--- src/rtl/tdc_seq_ctrl_if.sv ---
// Channel-side and FIFO read-port signals of tdc_seq_ctrl.
// master = sequencer, slave = TDC channel plus read consumer.
interface tdc_seq_ctrl_if #(
  parameter int unsigned DATA_W = 24,
  parameter int unsigned RD_W   = 24
);
  logic              tdc_rst;
  logic              tdc_done;
  logic [DATA_W-1:0] tdc_data;
  logic [RD_W-1:0]   rd_data;
  logic              rd_valid;
  logic              rd_ready;

  modport master (
    output tdc_rst, rd_data, rd_valid,
    input  tdc_done, tdc_data, rd_ready
  );

  modport slave (
    input  tdc_rst, rd_data, rd_valid,
    output tdc_done, tdc_data, rd_ready
  );
endinterface

--- src/rtl/tdc_seq_ctrl.sv ---
// Measurement sequencer for one TDC channel: clear, arm, capture into a FWFT FIFO.
// Optional TDC_SEQ_TSTAMP_EN prepends a 16-bit timestamp to every FIFO entry.
module tdc_seq_ctrl #(
  parameter int unsigned DATA_W  = 24,
  parameter int unsigned DEPTH   = 8,
  parameter int unsigned CLR_CYC = 4,
  parameter int unsigned TIMEOUT = 1024,
  parameter int unsigned CNT_W   = 16
) (
  input  logic                   clk,
  input  logic                   irst_n,
  input  logic                   start,
  input  logic                   cont_en,
  input  logic                   abort,
  input  logic                   clr_status,
  tdc_seq_ctrl_if.master         bus,
  output logic                   busy,
  output logic                   timeout_err,
  output logic                   overflow,
  output logic [CNT_W-1:0]       meas_cnt,
  output logic [$clog2(DEPTH):0] fifo_level
);

`ifdef TDC_SEQ_TSTAMP_EN
  localparam int unsigned ENTRY_W = DATA_W + 16;
`else
  localparam int unsigned ENTRY_W = DATA_W;
`endif
  localparam int unsigned AW   = $clog2(DEPTH);
  localparam int unsigned CW   = (CLR_CYC > 1) ? $clog2(CLR_CYC) : 1;
  localparam int unsigned TW   = $clog2(TIMEOUT);
  localparam logic [CW-1:0] CLR_LOAD = CW'(CLR_CYC - 1);
  localparam logic [TW-1:0] TO_LAST  = TW'(TIMEOUT - 1);
  localparam logic [AW:0]   FULL_LVL = (AW + 1)'(DEPTH);

  typedef enum logic [1:0] {StIdle, StClr, StArm, StCapt} state_e;

  state_e             state_q, state_d;
  logic [CW-1:0]      clr_cnt_q;
  logic [TW-1:0]      to_cnt_q;
  logic [ENTRY_W-1:0] entry_d, word_q;
  logic [ENTRY_W-1:0] mem_q [DEPTH];
  logic [AW-1:0]      wr_ptr_q, rd_ptr_q;
  logic [AW:0]        level_q;
  logic [CNT_W-1:0]   cnt_q;
  logic               terr_q, ovf_q;
  logic               clr_last, to_last;
  logic               capture, push_req, to_set, push, pop;

  assign clr_last = (clr_cnt_q == '0);
  assign to_last  = (to_cnt_q == TO_LAST);

  // FSM: state register
  always_ff @(posedge clk or negedge irst_n) begin
    if (!irst_n) state_q <= StIdle;
    else         state_q <= state_d;
  end

  // FSM: next state; abort overrides every other request
  always_comb begin
    state_d = state_q;
    unique case (state_q)
      StIdle: if (start || cont_en) state_d = StClr;
      StClr:  if (clr_last) state_d = StArm;
      StArm: begin
        if (bus.tdc_done)  state_d = StCapt;
        else if (to_last)  state_d = cont_en ? StClr : StIdle;
      end
      StCapt: state_d = cont_en ? StClr : StIdle;
      default: state_d = StIdle;
    endcase
    if (abort) state_d = StIdle;
  end

  // FSM: outputs; the channel is only out of reset while armed and not aborting
  always_comb begin
    bus.tdc_rst = 1'b1;
    capture     = 1'b0;
    push_req    = 1'b0;
    to_set      = 1'b0;
    unique case (state_q)
      StArm: begin
        bus.tdc_rst = abort;
        capture     = bus.tdc_done && !abort;
        to_set      = to_last && !bus.tdc_done && !abort;
      end
      StCapt:  push_req = !abort;
      default: ;
    endcase
  end

  assign pop  = bus.rd_valid && bus.rd_ready;
  assign push = push_req && ((level_q != FULL_LVL) || pop);

`ifdef TDC_SEQ_TSTAMP_EN
  logic [15:0] ts_q;

  always_ff @(posedge clk or negedge irst_n) begin
    if (!irst_n)         ts_q <= '0;
    else if (clr_status) ts_q <= '0;
    else                 ts_q <= ts_q + 16'd1;
  end

  assign entry_d = {ts_q, bus.tdc_data};
`else
  assign entry_d = bus.tdc_data;
`endif

  always_ff @(posedge clk or negedge irst_n) begin
    if (!irst_n) begin
      clr_cnt_q <= CLR_LOAD;
      to_cnt_q  <= '0;
      word_q    <= '0;
    end else begin
      clr_cnt_q <= (state_q == StClr) ? clr_cnt_q - 1'b1 : CLR_LOAD;
      to_cnt_q  <= (state_q == StArm) ? to_cnt_q + 1'b1 : '0;
      if (capture) word_q <= entry_d;
    end
  end

  always_ff @(posedge clk) begin
    if (push) mem_q[wr_ptr_q] <= word_q;
  end

  always_ff @(posedge clk or negedge irst_n) begin
    if (!irst_n) begin
      wr_ptr_q <= '0;
      rd_ptr_q <= '0;
      level_q  <= '0;
    end else begin
      if (push) wr_ptr_q <= wr_ptr_q + 1'b1;
      if (pop)  rd_ptr_q <= rd_ptr_q + 1'b1;
      if (push && !pop)      level_q <= level_q + 1'b1;
      else if (pop && !push) level_q <= level_q - 1'b1;
    end
  end

  // Set/increment events win over a simultaneous clr_status
  always_ff @(posedge clk or negedge irst_n) begin
    if (!irst_n) begin
      cnt_q  <= '0;
      terr_q <= 1'b0;
      ovf_q  <= 1'b0;
    end else begin
      if (clr_status) cnt_q <= push ? CNT_W'(1) : '0;
      else if (push)  cnt_q <= cnt_q + 1'b1;
      if (to_set)          terr_q <= 1'b1;
      else if (clr_status) terr_q <= 1'b0;
      if (push_req && !push) ovf_q <= 1'b1;
      else if (clr_status)   ovf_q <= 1'b0;
    end
  end

  assign bus.rd_valid = (level_q != '0);
  assign bus.rd_data  = bus.rd_valid ? mem_q[rd_ptr_q] : '0;
  assign busy         = (state_q != StIdle);
  assign timeout_err  = terr_q;
  assign overflow     = ovf_q;
  assign meas_cnt     = cnt_q;
  assign fifo_level   = level_q;

endmodule

--- src/flat_wrapper.sv ---
// flat-port wrapper written by rule: the top's interface ports become plain ports
module tdc_seq_ctrl_flat 
#(
  parameter int unsigned DATA_W  = 24,
  parameter int unsigned DEPTH   = 8,
  parameter int unsigned CLR_CYC = 4,
  parameter int unsigned TIMEOUT = 1024,
  parameter int unsigned CNT_W   = 16
)
  (clk, irst_n, start, cont_en, abort, clr_status, busy, timeout_err, overflow, meas_cnt, fifo_level, bus_tdc_rst, bus_rd_data, bus_rd_valid, bus_tdc_done, bus_tdc_data, bus_rd_ready);
  tdc_seq_ctrl_if #(.DATA_W(DATA_W)) bus_i ();
  input  logic clk;
  input  logic irst_n;
  input  logic start;
  input  logic cont_en;
  input  logic abort;
  input  logic clr_status;
  output logic busy;
  output logic timeout_err;
  output logic overflow;
  output logic [CNT_W-1:0] meas_cnt;
  output logic [$clog2(DEPTH):0] fifo_level;
  output wire logic [$bits(bus_i.tdc_rst)-1:0] bus_tdc_rst;
  output wire logic [$bits(bus_i.rd_data)-1:0] bus_rd_data;
  output wire logic [$bits(bus_i.rd_valid)-1:0] bus_rd_valid;
  input wire logic [$bits(bus_i.tdc_done)-1:0] bus_tdc_done;
  input wire logic [$bits(bus_i.tdc_data)-1:0] bus_tdc_data;
  input wire logic [$bits(bus_i.rd_ready)-1:0] bus_rd_ready;
  assign bus_tdc_rst = bus_i.tdc_rst;
  assign bus_rd_data = bus_i.rd_data;
  assign bus_rd_valid = bus_i.rd_valid;
  assign bus_i.tdc_done = bus_tdc_done;
  assign bus_i.tdc_data = bus_tdc_data;
  assign bus_i.rd_ready = bus_rd_ready;
  tdc_seq_ctrl #(.DATA_W(DATA_W), .DEPTH(DEPTH), .CLR_CYC(CLR_CYC), .TIMEOUT(TIMEOUT), .CNT_W(CNT_W)) u_core (.clk(clk), .irst_n(irst_n), .start(start), .cont_en(cont_en), .abort(abort), .clr_status(clr_status), .bus(bus_i), .busy(busy), .timeout_err(timeout_err), .overflow(overflow), .meas_cnt(meas_cnt), .fifo_level(fifo_level));
endmodule
--- config.mk ---
export PLATFORM = sky130hd
export DESIGN_NAME = tdc_seq_ctrl_flat
export DESIGN_NICKNAME = d
export VERILOG_FILES = /design/src/rtl/tdc_seq_ctrl_if.sv /design/src/rtl/tdc_seq_ctrl.sv /design/src/flat_wrapper.sv
export SDC_FILE = /design/constraint.sdc
export NUM_CORES = 1
export LEC_CHECK = 0
export ABC_AREA = 1
export CAP_MARGIN = 25
export CORE_MARGIN = 2
export CORE_UTILIZATION = 35
export CTS_CLUSTER_DIAMETER = 200
export DETAILED_ROUTE_END_ITERATION = 16
export RECOVER_POWER = 50
export SYNTH_ARGS = -nofsm -noshare
export SYNTH_HDL_FRONTEND = slang
export SYNTH_SLANG_ARGS = --single-unit
--- constraint.sdc ---
create_clock -name clk -period 2.8 [get_ports clk]
set_input_delay 0.42 -clock clk [delete_from_list [all_inputs] [get_ports clk]]
set_output_delay 0.42 -clock clk [all_outputs]
set_load 0.01 [all_outputs]
Yosys cells after proc, flatten, opt, wreduce, memory -nomap -nowiden
Memory sizes are Yosys's and may differ from the RTL's.
Index checks and enable logic that the tools add are counted.
{"block": "classes", "n_addsub": 7, "eq_ne": 8, "mux": 24, "reduce_logical": 23}
{"cell": "$mux 16", "n": 2}
{"cell": "$mux 24", "n": 1}
{"cell": "$add 16x1->16 const B", "n": 1}
{"cell": "$mux 2", "n": 6}
{"cell": "$mux 1", "n": 11}
{"cell": "$add 10x1->10 const B", "n": 1}
{"cell": "$eq 10x10->1 const B", "n": 1}
{"cell": "$mux 10", "n": 1}
{"cell": "$reduce_bool 2->1", "n": 5}
{"cell": "$logic_and 1x1->1", "n": 8}
{"cell": "$mux 4", "n": 2}
{"cell": "$pmux 2 s4", "n": 1}
{"cell": "$add 3x1->3 const B", "n": 2}
{"cell": "$ne 3x2->1 const B", "n": 2}
{"cell": "$add 4x1->4 const B", "n": 1}
{"cell": "$eq 2x2->1 const B", "n": 2}
{"cell": "$logic_not 1->1", "n": 4}
{"cell": "$logic_not 2->1", "n": 2}
{"cell": "$ne 4x3->1 const B", "n": 1}
{"cell": "$ne 4x4->1 const B", "n": 1}
{"cell": "$reduce_bool 4->1", "n": 1}
{"cell": "$sub 4x1->4 const B", "n": 1}
{"cell": "$reduce_and 3->1", "n": 1}
{"cell": "$eq 2x1->1 const B", "n": 1}
{"cell": "2 further kinds", "n": 3}
{"block": "totals", "register_bits": 66, "ram_bits": 192, "inputBits": 32, "out_inout_bits": 49, "word_cells": 73, "mem_count": 1}
{"memory": "u_core.mem_q", "words": 8, "word_bits": 24, "rd": 1, "rd_clocked_by_memory_dff": 0, "wr": 1, "line_no": "tdc_seq_ctrl.sv:42", "source": "logic [ENTRY_W-1:0] mem_q [DEPTH];"}

Longest topological paths before layout
{"block": "depth", "depth_word": 8, "ltp_mapped": 15, "mapped_depth_nobuf": 14}

Least setup slack after synthesis
No wires, ideal clock.
{"block": "synth_timing", "path_kind": "reg-to-reg", "startpoint": "register u_core.level_q[0] (netlist: u_core.fifo_level[0])", "endpoint": "memory u_core.mem_q[0][0] (netlist bit), enable pin", "setup_time_ns": 0.405, "arrival_ns": 2.124, "required_time_ns": 2.395, "path_slack_ns": 0.271, "path_stages_with_launch": 7, "path_buffers": 1, "period_less_slack_ns": 2.529, "path_cell_list": "dfrtp_1 -> nor2_1 -> nand3_1 -> nand2_1 -> buf_6 -> or2_4 -> nor2_1"}
{"block": "synth_via", "elab_chain_cells": 6, "elab_cells_between_ends": 7, "classes_between": "1 x eq/ne; 2 x mux; 4 x reduce/logical"}
{"element": "from (decl)", "line_no": "tdc_seq_ctrl.sv:44", "source": "logic [AW:0] level_q;"}
{"element": "from (signal assigned)", "line_no": "tdc_seq_ctrl.sv:133", "source": "if (push && !pop) level_q <= level_q + 1'b1;"}
{"element": "from (signal assigned)", "line_no": "tdc_seq_ctrl.sv:134", "source": "else if (pop && !push) level_q <= level_q - 1'b1;"}
{"element": "$reduce_bool 4->1", "line_no": "tdc_seq_ctrl.sv:154", "source": "assign bus.rd_valid = (level_q != '0);"}
{"element": "$logic_and 1x1->1", "line_no": "tdc_seq_ctrl.sv:92", "source": "assign pop = bus.rd_valid && bus.rd_ready;"}
{"element": "$logic_or 1x1->1 *", "line_no": "tdc_seq_ctrl.sv:93", "source": "assign push = push_req && ((level_q != FULL_LVL) || pop);"}
{"element": "$logic_and 1x1->1 *", "line_no": "tdc_seq_ctrl.sv:93"}
{"element": "$mux 1 *", "line_no": "tdc_seq_ctrl.sv:122", "source": "if (push) mem_q[wr_ptr_q] <= word_q;"}
{"element": "$mux 1 (not written as such) *", "line_no": "tdc_seq_ctrl.sv:122"}
{"element": "to (decl)", "line_no": "tdc_seq_ctrl.sv:42"}
Every way passes the cells marked *; elsewhere a longest branch is shown, timed or not.

Final worst setup path
{"block": "layout_timing", "startpoint": "register u_core.state_q[1]", "endpoint": "output bus_tdc_rst"}
{"block": "layout_via", "elab_chain_cells": 2}
{"element": "from (decl)", "line_no": "tdc_seq_ctrl.sv:38", "source": "state_e state_q, state_d;"}
{"element": "from (signal assigned)", "line_no": "tdc_seq_ctrl.sv:55", "source": "if (!irst_n) state_q <= StIdle;"}
{"element": "from (signal assigned)", "line_no": "tdc_seq_ctrl.sv:56", "source": "else state_q <= state_d;"}
{"element": "$eq 2x2->1", "line_no": "tdc_seq_ctrl.sv:81", "source": "unique case (state_q)"}
{"element": "$mux 1", "line_no": "tdc_seq_ctrl.sv:81"}
{"element": "to (decl)", "line_no": "flat_wrapper.sv:23", "source": "output wire logic [$bits(bus_i.tdc_rst)-1:0] bus_tdc_rst;"}
Every way passes these cells.

==> summary.md <==
| Metric | Value |
|---|---|
| Status | `complete, but fails checks` |
| Failing checks | `capacitance limit, slew limit` |
| # port buffers | `80` |
| FP Rows | `64` |
| Met1 Track Usage GR | `a little over a fifth` |
| Post-synth EDFFs | `approximately 190` |
| Clock Latency Late Sink | `roughly 0.52 ns` |
| Die Y | `179 um` |
| Buf/Inv on CP | `2` |
| Area Overhead vs Synth | `23.7%` |
| Vias in the first global route | `7,311` |
| Die span in x | `179 um` |
| Most frequent CP cell | `nand2_1` |
| Slew HR | `-19.7%` |
| CTS tree | `done` |
| Yosys warning count | `0` |
| Clock Tree Buf Depth | `3` |
| Largest net degree at the start of global routing | `67` |
| Layout Nets | `1,115` |
| Max_cap viols | `1` |
| Pleak | `5.08 nW` |
| Worst path max stage delay | `0.59 ns` |
| GR peak layer | `met2` |
| Worst path top cell family by delay | `buffers and inverters` |
| Met2 Use GR | `between 20% and 30%` |
| N_diodes | `0` |
| Fmax | `0.383 GHz` |
| Placed insts | `1,431` |
| Gr usage total | `15.9%` |
| Cells after Synth | `just under 1,000` |
| H-tree Lvls | `1` |
| Vias | `7,373` |
| WL/cell | `roughly 17 um` |
| Synth Cell Area | `10,700 um^2` |
| Top cells by area, synth | `edfxtp_1 54%, dfrtp_1 15%, nor2_1 7.9%` |
| Yosys top cell by area | `edfxtp_1` |
| Post-DRT Antenna Nets | `0` |
| Grt total ovfl | `0` |
| Synthesized Nets | `1,013` |
| Crit-path slowest cell | `clkdlybuf4s50_1` |
| Hold Fails Final Rpt | `0` |
| Crit-path max FO | `8` |
| Worst-Margin Slew | `between 1.5 and 2 ns` |
| Tightest Hold Check Type | `primary input to flop` |
| Sequential share of the synthesized area | `69.2%` |
| Worst Path Required | `~2.4 ns` |
| Layout cells sized above 1 | `9.60%` |
| GR Layer Usage met3 | `2.27%` |
| CP Capture Type | `primary output` |
| Ys async rst share | `25.6%` |
| Vias per cell | `just under 5` |
| Seq. cell area | `7430 um^2` |
| FILL cells | `2,721` |
| DR pass1 iterations | `8` |
| Max VDD drop | `0.000439 V` |
| Post-layout minimum cycle time | `2.61 ns` |
| Reg clk slew, reported paths | `0.06 ns` |
| Synth unique cells | `37` |
| DP Wirelength | `14,400 um` |
| PwrDens | `1020 nW/um^2` |
| # setup viols final | `0` |
| CTS root buf | `clkbuf_16` |
| Detailed Route WL | `25,000 um` |
| Critical-path cell list | `nand2_1, inv_1, nand2_1, clkdlybuf4s50_1` |
| RSZ-0062 raised after global routing | `no` |
| Top cell type's share of synthesized area | `between 50% and 60%` |
| Primary FF master, synth | `edfxtp_1` |
| Die ar. | `32,100 um^2` |
| Max-slew violations | `67` |
| CTS Buf Count | `27` |
| Initial Util | `35.3%` |
| Commonest cells post-synth | `225 x nor2_1, 192 x edfxtp_1, 180 x nand2_1, 103 x o21ai_0, 64 x dfrtp_1` |
| Avg Synthesized Cell Area | `11.0 um^2` |
| CP Launch Type | `flop` |
| Clock sink count | `258` |
| Worst EP arrival | `2.19 ns` |
| 1st-iter DRT viols | `536` |
| Gp weighted congestion | `0.805` |
| Post-DP Area | `12,200 um^2` |
| Setup TNS Final | `0 ns` |
| Tcrit/Tclk final | `93.1%` |
| Core ar. | `30,300 um^2` |
| Initial antenna violation count | `0` |
| Design Area, Final | `13,300 um^2` |
| Max Clock Skew | `0.00920 ns` |
| Count leader, synth | `nor2_1` |
| Final std cells w/o fill | `1,490` |
| # IOs | `81` |
| Footprint of the multi-input gates | `approximately 3000 um^2` |
| Setup CP Type | `flop to primary output` |
| First-pass GRT wire length | `39,700 um` |
| Yosys reg bits | `258` |
| Number of remaining DRC errors | `0` |
-- sequential cells by signal, indices dropped and copies added (netlist names) --
signal	count
u_core.mem_q	192
u_core.word_q	24
u_core.meas_cnt	16
u_core.to_cnt_q	10
u_core.fifo_level	4
u_core.rd_ptr_q	3
u_core.wr_ptr_q	3
u_core.clr_cnt_q	2
u_core.state_q	2
u_core.overflow	1
u_core.timeout_err	1
-- what timing repair did --
action | 4_1_cts | 5_1_grt
cloned | 3 | 0
pin swaps | 1 | 0
resized for setup | 35 | 3
hold buffers | 1 | 0
endpoints found under the hold margin | 64 | 0
buffers inserted | 5 | 1
setup endpoints to repair | 24 | 3
-- power breakdown --
part / internal, mW / switching (mW) / leakage [nW]
clock network: 2.33 / 1.49 / 0.455
registers: 4.82 / 0.542 / 2.61
logic: 1.80 / 2.50 / 2.02
-- worst paths after layout --
check                                      from              endpoint  slack (ns)  cells past startpoint
max in group asynchronous                irst_n    u_core.rd_ptr_q[1]        0.49                      3
min                             bus_tdc_data[5]      u_core.word_q[5]        0.44                      3
min reg2reg                 u_core.clr_cnt_q[0]   u_core.clr_cnt_q[0]        0.45                      1
max reg2reg                u_core.fifo_level[0]  u_core.fifo_level[3]        0.45                     12
max                           u_core.state_q[1]           bus_tdc_rst        0.19                      4
min in group asynchronous                irst_n   u_core.meas_cnt[14]        1.01                      3
-- cell families (layout without fill, tap and decap cells) --
logic type,after synthesis,in the layout,synth area share [%]
AOI/OAI and AO/OA,170,170,8.87
xor gates and xnor gates,9,9,0.735
adders and majority gates,9,9,1.12
buffers and inverters,81,203,3.47
DFF,258,258,69.2
and+or+nand+nor,445,445,16.6
-- worst min-delay path: stages --
cell	delay (ns)
clkdlybuf4s50_1	0.40
nand2_1	0.06
nand2_1	0.05
-- placed cells by master, fill, tap and decap left out, types with 2 or more instances in the layout --
master,count
nor2_1,216
edfxtp_1,192
nand2_1,182
o21ai_0,103
dfrtp_1,61
clkdlybuf4s50_1,55
inv_1,32
clkbuf_16,27
o211ai_1,24
o22ai_1,23
dlygate4sd2_1,21
nand3_1,15
buf_4,15
a21oi_1,12
nor2_2,11
buf_12,10
nand4_1,8
ha_1,8
bufinv_16,6
xor2_1,5
clkinv_2,5
clkbuf_1,5
clkinvlp_4,5
nor3_1,4
xnor2_1,4
buf_16,4
inv_6,3
o21ai_1,3
o21bai_1,3
dlymetal6s2s_1,3
inv_2,2
nand3b_1,2
clkinv_1,2
buf_6,2
dfstp_2,2
dfrtp_2,2
-- metal layers --
layer,vias up,part of all wire (%)
met2,189,48
li1,3548,-
met1,3595,45
met3,41,5.2
met4,0,1.9
met5,-,0
-- metrics by stage --
| step | total power, mW | hold slack (ns) | util, % | setup slack (ns) |
|---|---|---|---|---|
| 2_1_floorplan | 7.71 | 0.124 | - | 0.271 |
| 3_3_place_gp | 9.57 | 0.433 | 40.1 | 0.311 |
| 3_5_place_dp | 9.64 | 0.440 | 40.1 | 0.277 |
| 4_1_cts | 13.6 | 0.419 | 43.8 | 0.00148 |
| 5_1_grt | 14.3 | 0.430 | 43.7 | 0.0232 |
| 6_report | 13.5 | 0.436 | 43.7 | 0.192 |
-- cell type report --
cell class / instances / area share, %
Clock buffer: 29 / 5.15
Inverter: 36 / 1.06
Sequential cell: 258 / 56.0
Clock inverter: 20 / 2.06
Tap cell: 396 / 3.74
Multi-Input combinational cell: 633 / 22.2
Timing Repair Buffer: 118 / 9.78
No activity file was read; power rests on OpenSTA's default activity.
